==> config.mk <==
export PLATFORM = sky130hd
export DESIGN_NAME = vga_sync_generator
export DESIGN_NICKNAME = d
export VERILOG_FILES = /design/src/rtl/vga_sync_generator.sv
export SDC_FILE = /design/constraint.sdc
export NUM_CORES = 1
export LEC_CHECK = 0
export ABC_AREA = 1
export BUFFER_PORTS_ARGS = -buffer_cell sky130_fd_sc_hd__buf_2
export CAP_MARGIN = 10
export CORE_UTILIZATION = 45
export DETAILED_ROUTE_END_ITERATION = 6
export PLACE_DENSITY_LB_ADDON = 0.05
export SETUP_SLACK_MARGIN = 0.4
export SLEW_MARGIN = 20
export SYNTH_ARGS = -nofsm -noshare
export SYNTH_HDL_FRONTEND = slang
export SYNTH_SLANG_ARGS = --single-unit
==> constraint.sdc <==
create_clock -name vga_clock -period 1.9 [get_ports vga_clock]
set_input_delay 0 -clock vga_clock [delete_from_list [all_inputs] [get_ports vga_clock]]
set_output_delay 0 -clock vga_clock [all_outputs]
set_load 0.02 [all_outputs]
==> src/rtl/vga_sync_generator.sv <==
// VGA timing generator: free-running pixel/line counters advanced by a
// pixel-rate clock enable, with registered sync, position, blanking and
// frame bookkeeping outputs decoded from the pre-advance counter value.
module vga_sync_generator #(
   parameter int H_VISIBLE = 640,
   parameter int H_FRONT   = 16,
   parameter int H_SYNC    = 96,
   parameter int H_BACK    = 48,
   parameter int V_VISIBLE = 480,
   parameter int V_FRONT   = 10,
   parameter int V_SYNC    = 2,
   parameter int V_BACK    = 33
) (
   input  logic        vga_clock,
   input  logic        reset,
   input  logic        pixel_enable,
   output logic        hsync,
   output logic        vsync,
   output logic [31:0] column,
   output logic [31:0] row,
   output logic        display_enable,
   output logic        frame_start,
   output logic [15:0] frame_count
);

   localparam int H_TOTAL = H_VISIBLE + H_FRONT + H_SYNC + H_BACK;
   localparam int V_TOTAL = V_VISIBLE + V_FRONT + V_SYNC + V_BACK;

   // Counter widths never drop below one bit, so degenerate one-pixel
   // timings still elaborate.
   localparam int H_W = (H_TOTAL > 1) ? $clog2(H_TOTAL) : 1;
   localparam int V_W = (V_TOTAL > 1) ? $clog2(V_TOTAL) : 1;

   localparam logic [H_W-1:0] H_LAST = H_W'(H_TOTAL - 1);
   localparam logic [V_W-1:0] V_LAST = V_W'(V_TOTAL - 1);

   // Decode thresholds are kept 32 bits wide and unsigned so that a sync
   // end equal to the total line length cannot overflow the counter width.
   localparam logic [31:0] H_VIS_END    = 32'(H_VISIBLE);
   localparam logic [31:0] H_SYNC_START = 32'(H_VISIBLE + H_FRONT);
   localparam logic [31:0] H_SYNC_END   = 32'(H_VISIBLE + H_FRONT + H_SYNC);
   localparam logic [31:0] V_VIS_END    = 32'(V_VISIBLE);
   localparam logic [31:0] V_SYNC_START = 32'(V_VISIBLE + V_FRONT);
   localparam logic [31:0] V_SYNC_END   = 32'(V_VISIBLE + V_FRONT + V_SYNC);

   logic [H_W-1:0] h_count_r;
   logic [V_W-1:0] v_count_r;
   logic [H_W-1:0] h_count_next_s;
   logic [V_W-1:0] v_count_next_s;
   logic           h_wrap_s;

   logic [31:0]    column_s;
   logic [31:0]    row_s;
   logic           display_enable_s;
   logic           hsync_s;
   logic           vsync_s;
   logic           frame_origin_s;
   logic [15:0]    frame_count_next_s;

   // Next counter values: pixel counter wraps at line end, line counter
   // steps only on that wrap and wraps at frame end on the same cycle.
   always_comb begin
      h_wrap_s       = 1'b0;
      h_count_next_s = h_count_r;
      v_count_next_s = v_count_r;
      if (h_count_r == H_LAST) begin
         h_wrap_s       = 1'b1;
         h_count_next_s = {H_W{1'b0}};
      end else begin
         h_count_next_s = h_count_r + H_W'(1);
      end
      if (h_wrap_s) begin
         if (v_count_r == V_LAST) begin
            v_count_next_s = {V_W{1'b0}};
         end else begin
            v_count_next_s = v_count_r + V_W'(1);
         end
      end else begin
         v_count_next_s = v_count_r;
      end
   end

   // Decode the current (pre-advance) position into output values.
   always_comb begin
      column_s           = 32'(h_count_r);
      row_s              = 32'(v_count_r);
      display_enable_s   = (column_s < H_VIS_END) && (row_s < V_VIS_END);
      hsync_s            = !((column_s >= H_SYNC_START) && (column_s < H_SYNC_END));
      vsync_s            = !((row_s >= V_SYNC_START) && (row_s < V_SYNC_END));
      frame_origin_s     = (h_count_r == {H_W{1'b0}}) && (v_count_r == {V_W{1'b0}});
      frame_count_next_s = frame_count;
      if (frame_origin_s) begin
         frame_count_next_s = frame_count + 16'd1;
      end else begin
         frame_count_next_s = frame_count;
      end
   end

   // Position counters: cleared by reset, advanced on enabled cycles only.
   always_ff @(posedge vga_clock) begin
      if (reset) begin
         h_count_r <= {H_W{1'b0}};
         v_count_r <= {V_W{1'b0}};
      end else if (pixel_enable) begin
         h_count_r <= h_count_next_s;
         v_count_r <= v_count_next_s;
      end
   end

   // Output registers: load the decode on enabled cycles, hold otherwise,
   // except frame_start which is a single enabled-cycle pulse.
   always_ff @(posedge vga_clock) begin
      if (reset) begin
         hsync          <= 1'b1;
         vsync          <= 1'b1;
         column         <= 32'd0;
         row            <= 32'd0;
         display_enable <= 1'b0;
         frame_start    <= 1'b0;
         frame_count    <= 16'd0;
      end else if (pixel_enable) begin
         hsync          <= hsync_s;
         vsync          <= vsync_s;
         column         <= column_s;
         row            <= row_s;
         display_enable <= display_enable_s;
         frame_start    <= frame_origin_s;
         frame_count    <= frame_count_next_s;
      end else begin
         frame_start    <= 1'b0;
      end
   end

endmodule
==> results.txt, run 1 <==
----------------------------------------------------
[Worst hold path]
  Hold Path Stages ... 3
  Worst min path class ... in2reg
  Critical hold path startpoint ... pixel_enable
  Worst min-delay path endpoint ... h_count_r[2]

[Drt]
  Wire per inst ... 12.5 um
  Drt first pass iters ... 4
  Vias after detailed routing ... 2939
  Antenna-violating nets left ... 0
  Residual DRC count ... 0
  Via density per instance ... 4.74
  Drt initial violations ... 85
  Overall routed net length ... between 7 and 8 mm

[Critical path]
  Nature of the critical path endpoint ... flip-flop
  Buffers & Inverters on Critical Path ... 2
  Highest-delay cell along the critical path ... sky130_fd_sc_hd__dfxtp_4
  Logic depth of the worst register-to-register path ... 8
  Slowest Stage Delay on Critical Path ... 0.37 ns
  Slack of the worst reg-to-reg path ... around 0.37 ns
  Library cell appearing most often on the critical path ... sky130_fd_sc_hd__buf_4
  Endpoint of the most critical register-to-register path ... h_count_r[3]
  Cells traversed along the worst timing path ... ha_2 -> nand2_2 -> nor2_4 -> nand4_4 -> nand2_4 -> buf_4 -> buf_4 -> nor2_1
  Setup crit start kind ... flip-flop
  Number of gates on the worst path with buffers counted ... 8
  Start of the worst register-to-register path ... h_count_r[1]
  Critical Path RT ... 2.12 ns
  Largest fanout on the critical path ... 7
  Kind of critical path ... reg2reg
  Arrival time at the worst endpoint ... between 1.5 and 2 ns
  Top Family by Delay on Critical Path ... simple AND/OR/NAND/NOR gates

[Yosys]
  Synth Warn # ... 0
  Synth top area cells ... sky130_fd_sc_hd__dfxtp_1, sky130_fd_sc_hd__buf_4, sky130_fd_sc_hd__nand2_1, sky130_fd_sc_hd__nor2_1, sky130_fd_sc_hd__a21oi_1
  Mux contribution to synthesized area ... 0
  Netlist cell types ... 32
  Post-synthesis register bit count ... 60
  Avg Cell Area, Syn ... approximately 7.0 um^2
  Cells after Synth ... 463
  Sequential element share of the synthesized area ... 0.368
  Parity-gate share of the synthesized area counting xor and xnor cells ... 0.0188
  Dominant combinational cell family by area after synthesis ... simple AND/OR/NAND/NOR gates
  Compound-cell area share of the yosys netlist ... 0.108
  Cell Area, Synth ... roughly 3300 um^2
  Simple-gate area share of the yosys netlist ... 0.297
  Area leader, netlist ... sky130_fd_sc_hd__dfxtp_1
  Share of Yosys cell area claimed by the top area cell type ... 0.368
  Synthesized-area fraction occupied by adder cells ... 0.0192

[Clocking]
  TritonCTS buffer count ... 9
  CTS sink count ... 60
  Worst-Skew Late Latency ... roughly 0.34 ns
  Maximum buffer depth of the clock tree ... 2
  Master cell of the clock root buffer ... sky130_fd_sc_hd__clkbuf_8
  Maximum level of the CTS H-tree ... 3
  Clock transition at path regs ... 0.07 ns
  Clock tree from TritonCTS ... built

[Floorplanning]
  Starting density of the core ... 0.472
  Overall die width ... around 87 um
  Number of standard-cell rows in the floorplan ... 30
  # IOs ... 87
  Placeable core region ... between 6000 and 7000 um^2
  Total Die Area ... 7590 um^2
  Chip Height ... 87.1 um

[Power and ir drop]
  Leakage power ... 0.00177 uW
  Max IR drop VDD ... slightly above 0.0005 V
  Post-route total power ... 2950 uW
  Power density normalized to cell area ... about 760 nW/um^2

[STA]
  Final worst-path cycle share ... 0.805
  Total negative slack ... 0 ns
  Final-layout worst hold slack ... approximately 0.056 ns
  Final critical-path setup slack ... 0.370 ns
  Final hold violations ... 0
  Final-report max-slew violation count ... 0
  Unrepaired setup endpoints after global routing ... yes
  Fmax achieved ... 654 MHz
  Post-layout min period ... ~1.5 ns
  Maximum clock skew at final layout ... 0.0120 ns
  Setup-violating endpoint count in the final report ... 0

[Finish]
  Synthesis-to-finish area growth ... 19.7%
  Net count, final ... 527
  Share of cells above drive strength 1 ... 0.267
  Number of inserted diodes ... 0
  Final Cell Area ... 3900 um^2

[Job]
  Max capacitance violation total ... 0

[GRT]
  First-pass GRT wire length ... 12.3 mm
  Largest net degree at the start of global routing ... 28
  Overflow left after global routing ... 0
  Total routing resource utilization after global routing ... 0.211
  Number of global-route vias before repair ... about 2600
  Antenna violations before repair ... 0

[Place]
  Gpl congestion ... 0.795
  Instance area after placement ... 3380 um^2
  Total of buffers placed on input and output ports ... 42
  HPWL after detailed placement ... around 5.3 mm
  Setup slack at placement ... 0.228 ns

[Run status]
  Run status ... finished clean

----------------------------------------------------
==> power breakdown <==
group | total [uW] | internal (uW) | switching, uW
logic | 362 | 95.5 | 266
clock network | 1280 | 774 | 502
registers | 1310 | 1290 | 22.1
total | 2950 | 2160 | 790
==> area by class of cell <==
class	instances	area (um^2)
fillers	682	3000
clock inverters	4	72.6
flip-flops and latches	60	1220
repair buffers	56	322
inverters	54	210
well taps	96	120
multi-input cells	338	1810
clock buffers	12	145
==> cell usage in the layout, fill, tap and decap left out, drive strengths merged, types with 7 or more instances in the layout <==
cell,netlist,final
inv,53,53
nand4,10,10
a21oi,39,39
nor2,64,67
nand2,92,92
buf,49,55
nand3,34,34
conb,1,44
dfxtp,60,60
clkbuf,8,12
xor2,7,7
o21ai,29,29
==> worst reg2reg max path: stages (launching register included) <==
cell and delay, ns:
sky130_fd_sc_hd__dfxtp_4 0.37, sky130_fd_sc_hd__ha_2 0.19, sky130_fd_sc_hd__nand2_2 0.08, sky130_fd_sc_hd__nor2_4 0.18, sky130_fd_sc_hd__nand4_4 0.20, sky130_fd_sc_hd__nand2_4 0.17, sky130_fd_sc_hd__buf_4 0.12, sky130_fd_sc_hd__buf_4 0.10
sky130_fd_sc_hd__nor2_1 0.03
==> sequential cells by signal (all words and copies together), names as in the netlist <==
| name | count |
|---|---|
| frame_count | 16 |
| frame_start | 1 |
| vsync | 1 |
| display_enable | 1 |
| hsync | 1 |
| h_count_r | 10 |
| column | 10 |
| v_count_r | 10 |
| row | 10 |
==> Yosys cell counts <==
library cell,number
sky130_fd_sc_hd__a211oi_1,1
sky130_fd_sc_hd__a21oi_1,38
sky130_fd_sc_hd__a21oi_2,1
sky130_fd_sc_hd__and2_1,1
sky130_fd_sc_hd__buf_2,1
sky130_fd_sc_hd__buf_4,45
sky130_fd_sc_hd__buf_6,2
sky130_fd_sc_hd__buf_8,1
sky130_fd_sc_hd__clkbuf_1,8
sky130_fd_sc_hd__clkinv_1,1
sky130_fd_sc_hd__conb_1,1
sky130_fd_sc_hd__dfxtp_1,60
sky130_fd_sc_hd__ha_1,5
sky130_fd_sc_hd__inv_1,48
sky130_fd_sc_hd__inv_2,5
sky130_fd_sc_hd__nand2_1,87
sky130_fd_sc_hd__nand2_2,3
sky130_fd_sc_hd__nand2_4,2
sky130_fd_sc_hd__nand3_1,34
sky130_fd_sc_hd__nand3b_1,2
sky130_fd_sc_hd__nand4_1,8
sky130_fd_sc_hd__nand4_2,2
sky130_fd_sc_hd__nor2_1,56
sky130_fd_sc_hd__nor2_2,5
sky130_fd_sc_hd__nor2_4,2
sky130_fd_sc_hd__nor2_8,1
sky130_fd_sc_hd__nor3_1,4
sky130_fd_sc_hd__nor3_4,1
sky130_fd_sc_hd__nor3b_1,1
sky130_fd_sc_hd__nor4_1,1
sky130_fd_sc_hd__o21ai_0,29
sky130_fd_sc_hd__xor2_1,7
==> per-stage QoR <==
step	utilization	std cells
6_report	0.565	620
3_3_place_gp	0.489	592
5_1_grt	0.565	620
4_1_cts	0.529	612
3_5_place_dp	0.489	592
2_1_floorplan	-	506
==> routing by layer <==
| layer | part of all wire | GRT usage | up-vias |
|---|---|---|---|
| met3 | 0.037 | 0.0360 | 17 |
| met2 | 0.48 | 0.351 | 80 |
| met1 | 0.46 | 0.266 | 1334 |
| met5 | 0 | 0 | - |
| met4 | 0.024 | 0.0969 | 0 |
| li1 | - | - | 1508 |
==> repair_timing <==
item                       4_1_cts  5_1_grt
setup endpoints to repair       23       28
hold endpoints to repair         1        0
hold buffers                     1        0
resized for setup                8       63
setup buffers                    0        8
pin swaps                        3       18
cloned                           3        0
==> how the worst max path moves through the flow <==
stage,from,endpoint,slack [ns]
final,h_count_r[1],h_count_r[3],0.37
after global routing,h_count_r[1],v_count_r[1],0.29
after detailed placement,v_count_r[0],frame_count[3],0.23
after CTS,h_count_r[1],v_count_r[2],0.36
after global placement,v_count_r[1],frame_count[3],0.29
after floorplan,frame_count[0],frame_count[12],0.47
==> kinds of logic after synthesis <==
family	count (synthesis)
simple gates	210
buf+inv	111
compound gates	69
flops	60
xor+xnor	7
fa+ha+maj	5
other cells	1
No activity file was read; power rests on OpenSTA's default activity.
==> inputs of run 2 (changes only) <==
Clock period 1.9 ns to 1.4 ns, I/O delays scaled along.
==> results.txt, run 2 (synthesis gave the netlist of run 1 again) <==
----------------------------------------------------
[Place]
  Gpl congestion ... between 0.8 and 0.9
  HPWL after detailed placement ... approximately 5.6 mm
  Total of buffers placed on input and output ports ... 42
  Instance area after placement ... 3790 um^2

[Drt]
  Antenna-violating nets left ... 0
  Residual DRC count ... 0
  Wire per inst ... 11.9 um
  Overall routed net length ... approximately 7.8 mm
  Drt first pass iters ... 4
  Vias after detailed routing ... roughly 3100
  Via density per instance ... 4.66
  Drt initial violations ... 68

[Floorplanning]
  # IOs ... 87
  Starting density of the core ... 0.472
  Placeable core region ... 6910 um^2
  Overall die width ... 87.1 um
  Total Die Area ... roughly 7600 um^2
  Chip Height ... 87.1 um
  Number of standard-cell rows in the floorplan ... 30

[STA]
  Setup-violating endpoint count in the final report ... 8
  Final-layout worst hold slack ... 0.0495 ns
  Final-report max-slew violation count ... 0
  Final critical-path setup slack ... -0.0680 ns
  Fmax achieved ... 681 MHz
  Post-layout min period ... ~1.5 ns
  Maximum clock skew at final layout ... 0.00729 ns
  Final hold violations ... 0
  Unrepaired setup endpoints after global routing ... yes
  Final worst-path cycle share ... 1.05

[Power and ir drop]
  Leakage power ... approximately 0.0020 uW
  Max IR drop VDD ... ~0.00058 V
  Post-route total power ... 3640 uW
  Power density normalized to cell area ... a little over 800 nW/um^2

[Worst hold path]
  Worst min-delay path endpoint ... column[0]
  Worst min path class ... in2reg
  Critical hold path startpoint ... pixel_enable
  Hold Path Stages ... 3

[Finish]
  Share of cells above drive strength 1 ... 0.405
  Net count, final ... about 570
  Number of inserted diodes ... 0
  Top reg by flops ... frame_count
  Commonest non-fill, non-tap cell in the layout ... sky130_fd_sc_hd__nand2_1
  Final Cell Area ... 4390 um^2
  Synthesis-to-finish area growth ... 34.4%
  Number of flip-flops under the largest register name ... 16
  Commonest cells after routing, fill and taps aside ... sky130_fd_sc_hd__nand2_1, sky130_fd_sc_hd__conb_1, sky130_fd_sc_hd__buf_4
  Count of filler cells inserted in the layout ... 644
  Post-route core utilization ... 0.635

[Critical path]
  Arrival time at the worst endpoint ... around 1.7 ns
  Largest fanout on the critical path ... 7
  Cells traversed along the worst timing path ... ha_4 -> nand2_4 -> nor2_4 -> nand4_4 -> nor2_4 -> nand2_1 -> nor2_1 -> nor2_1
  Logic depth of the worst register-to-register path ... 8
  Kind of critical path ... reg2reg
  Endpoint of the most critical register-to-register path ... v_count_r[9]
  Buffers & Inverters on Critical Path ... 0
  Start of the worst register-to-register path ... h_count_r[0]
  Slowest Stage Delay on Critical Path ... between 0.3 and 0.4 ns
  Setup crit start kind ... flip-flop
  Critical Path RT ... 1.64 ns
  Highest-delay cell along the critical path ... sky130_fd_sc_hd__dfxtp_4
  Slack of the worst reg-to-reg path ... -0.07 ns
  Nature of the critical path endpoint ... flip-flop
  Top Family by Delay on Critical Path ... simple AND/OR/NAND/NOR gates

[Job]
  Max capacitance violation total ... 0

[Clocking]
  Clock transition at path regs ... about 0.07 ns
  TritonCTS buffer count ... 9
  Maximum buffer depth of the clock tree ... 2
  Maximum level of the CTS H-tree ... 3
  CTS sink count ... 60
  Worst-Skew Late Latency ... 0.34 ns
  Clock tree from TritonCTS ... built
  Master cell of the clock root buffer ... sky130_fd_sc_hd__clkbuf_8

[Run status]
  Run status ... finished, violations left
  Failing checks ... setup timing

[GRT]
  Antenna violations before repair ... 0
  Total routing resource utilization after global routing ... 0.218
  First-pass GRT wire length ... approximately 13 mm
  Number of global-route vias before repair ... 2763
  Largest net degree at the start of global routing ... 26
  Overflow left after global routing ... 0

----------------------------------------------------
## run 2: cell types whose count changed in the layout (fill, tap and decap cells not counted), moves of 5 or more
cell | previous run | this run
sky130_fd_sc_hd__nor2_1 | 49 | 37
sky130_fd_sc_hd__nand3_2 | 3 | 16
sky130_fd_sc_hd__dfxtp_1 | 49 | 36
sky130_fd_sc_hd__o21ai_0 | 25 | 19
sky130_fd_sc_hd__inv_1 | 40 | 35
sky130_fd_sc_hd__inv_2 | 10 | 15
sky130_fd_sc_hd__nand3_1 | 30 | 18
sky130_fd_sc_hd__nor2_2 | 6 | 12
sky130_fd_sc_hd__buf_6 | 1 | 12
sky130_fd_sc_hd__buf_4 | 12 | 44
sky130_fd_sc_hd__o21ai_1 | 3 | 9
sky130_fd_sc_hd__dfxtp_2 | 8 | 17
## run 2: power breakdown
part / switching [uW] / internal, uW
Clock: 664 / 672
Combinational: 355 / 168
Sequential: 34.6 / 1750
Total: 1050 / 2590
## run 2: how the worst max path moves through the flow
stage | startpoint | endpoint | depth (start not counted)
2_1_floorplan | v_count_r[1] | frame_count[10] | 10
3_3_place_gp | h_count_r[1] | v_count_r[3] | 8
3_5_place_dp | h_count_r[0] | frame_count[1] | 10
4_1_cts | h_count_r[0] | v_count_r[9] | 8
5_1_grt | h_count_r[1] | frame_count[15] | 11
6_report | h_count_r[0] | v_count_r[9] | 8
## run 2: final cells by class
type | instances | area [um^2] | area share
multi-input cells | 335 | 1960 | 0.447
flip-flops and latches | 60 | 1250 | 0.285
repair buffers | 97 | 686 | 0.156
inverters | 54 | 210 | 0.0479
clock buffers | 12 | 145 | 0.0331
well taps | 96 | 120 | 0.0274
clock inverters | 3 | 15.0 | 0.00342
## run 2: through the flow
stage / cells / worst slack [ns] / TNS (ns)
6_report: 657 / -0.0680 / -0.251
5_1_grt: 657 / -0.166 / -2.60
4_1_cts: 649 / 0.00144 / 0
3_5_place_dp: 625 / -0.0158 / -0.0223
3_3_place_gp: 625 / 0.0190 / 0
2_1_floorplan: 506 / 0.0806 / 0
## run 2: worst reg2reg max path, cell delays in order, from the launching register on
cell,delay (ns)
sky130_fd_sc_hd__dfxtp_4,0.39
sky130_fd_sc_hd__ha_4,0.16
sky130_fd_sc_hd__nand2_4,0.06
sky130_fd_sc_hd__nor2_4,0.16
sky130_fd_sc_hd__nand4_4,0.21
sky130_fd_sc_hd__nor2_4,0.14
sky130_fd_sc_hd__nand2_1,0.08
sky130_fd_sc_hd__nor2_1,0.11
sky130_fd_sc_hd__nor2_1,0.06
## run 2: timing repair
action / in CTS / in global routing
gates resized for setup: 61 / 41
hold buffers: 0 / 0
buffers inserted: 9 / 8
pin swaps: 12 / 22
setup endpoints to repair: 39 / 43
## run 2: per-layer routing
layer	global-route usage	routed length (um)
met5	0	0
met4	0.0805	118
met3	0.0588	300
met2	0.365	3820
met1	0.269	3610
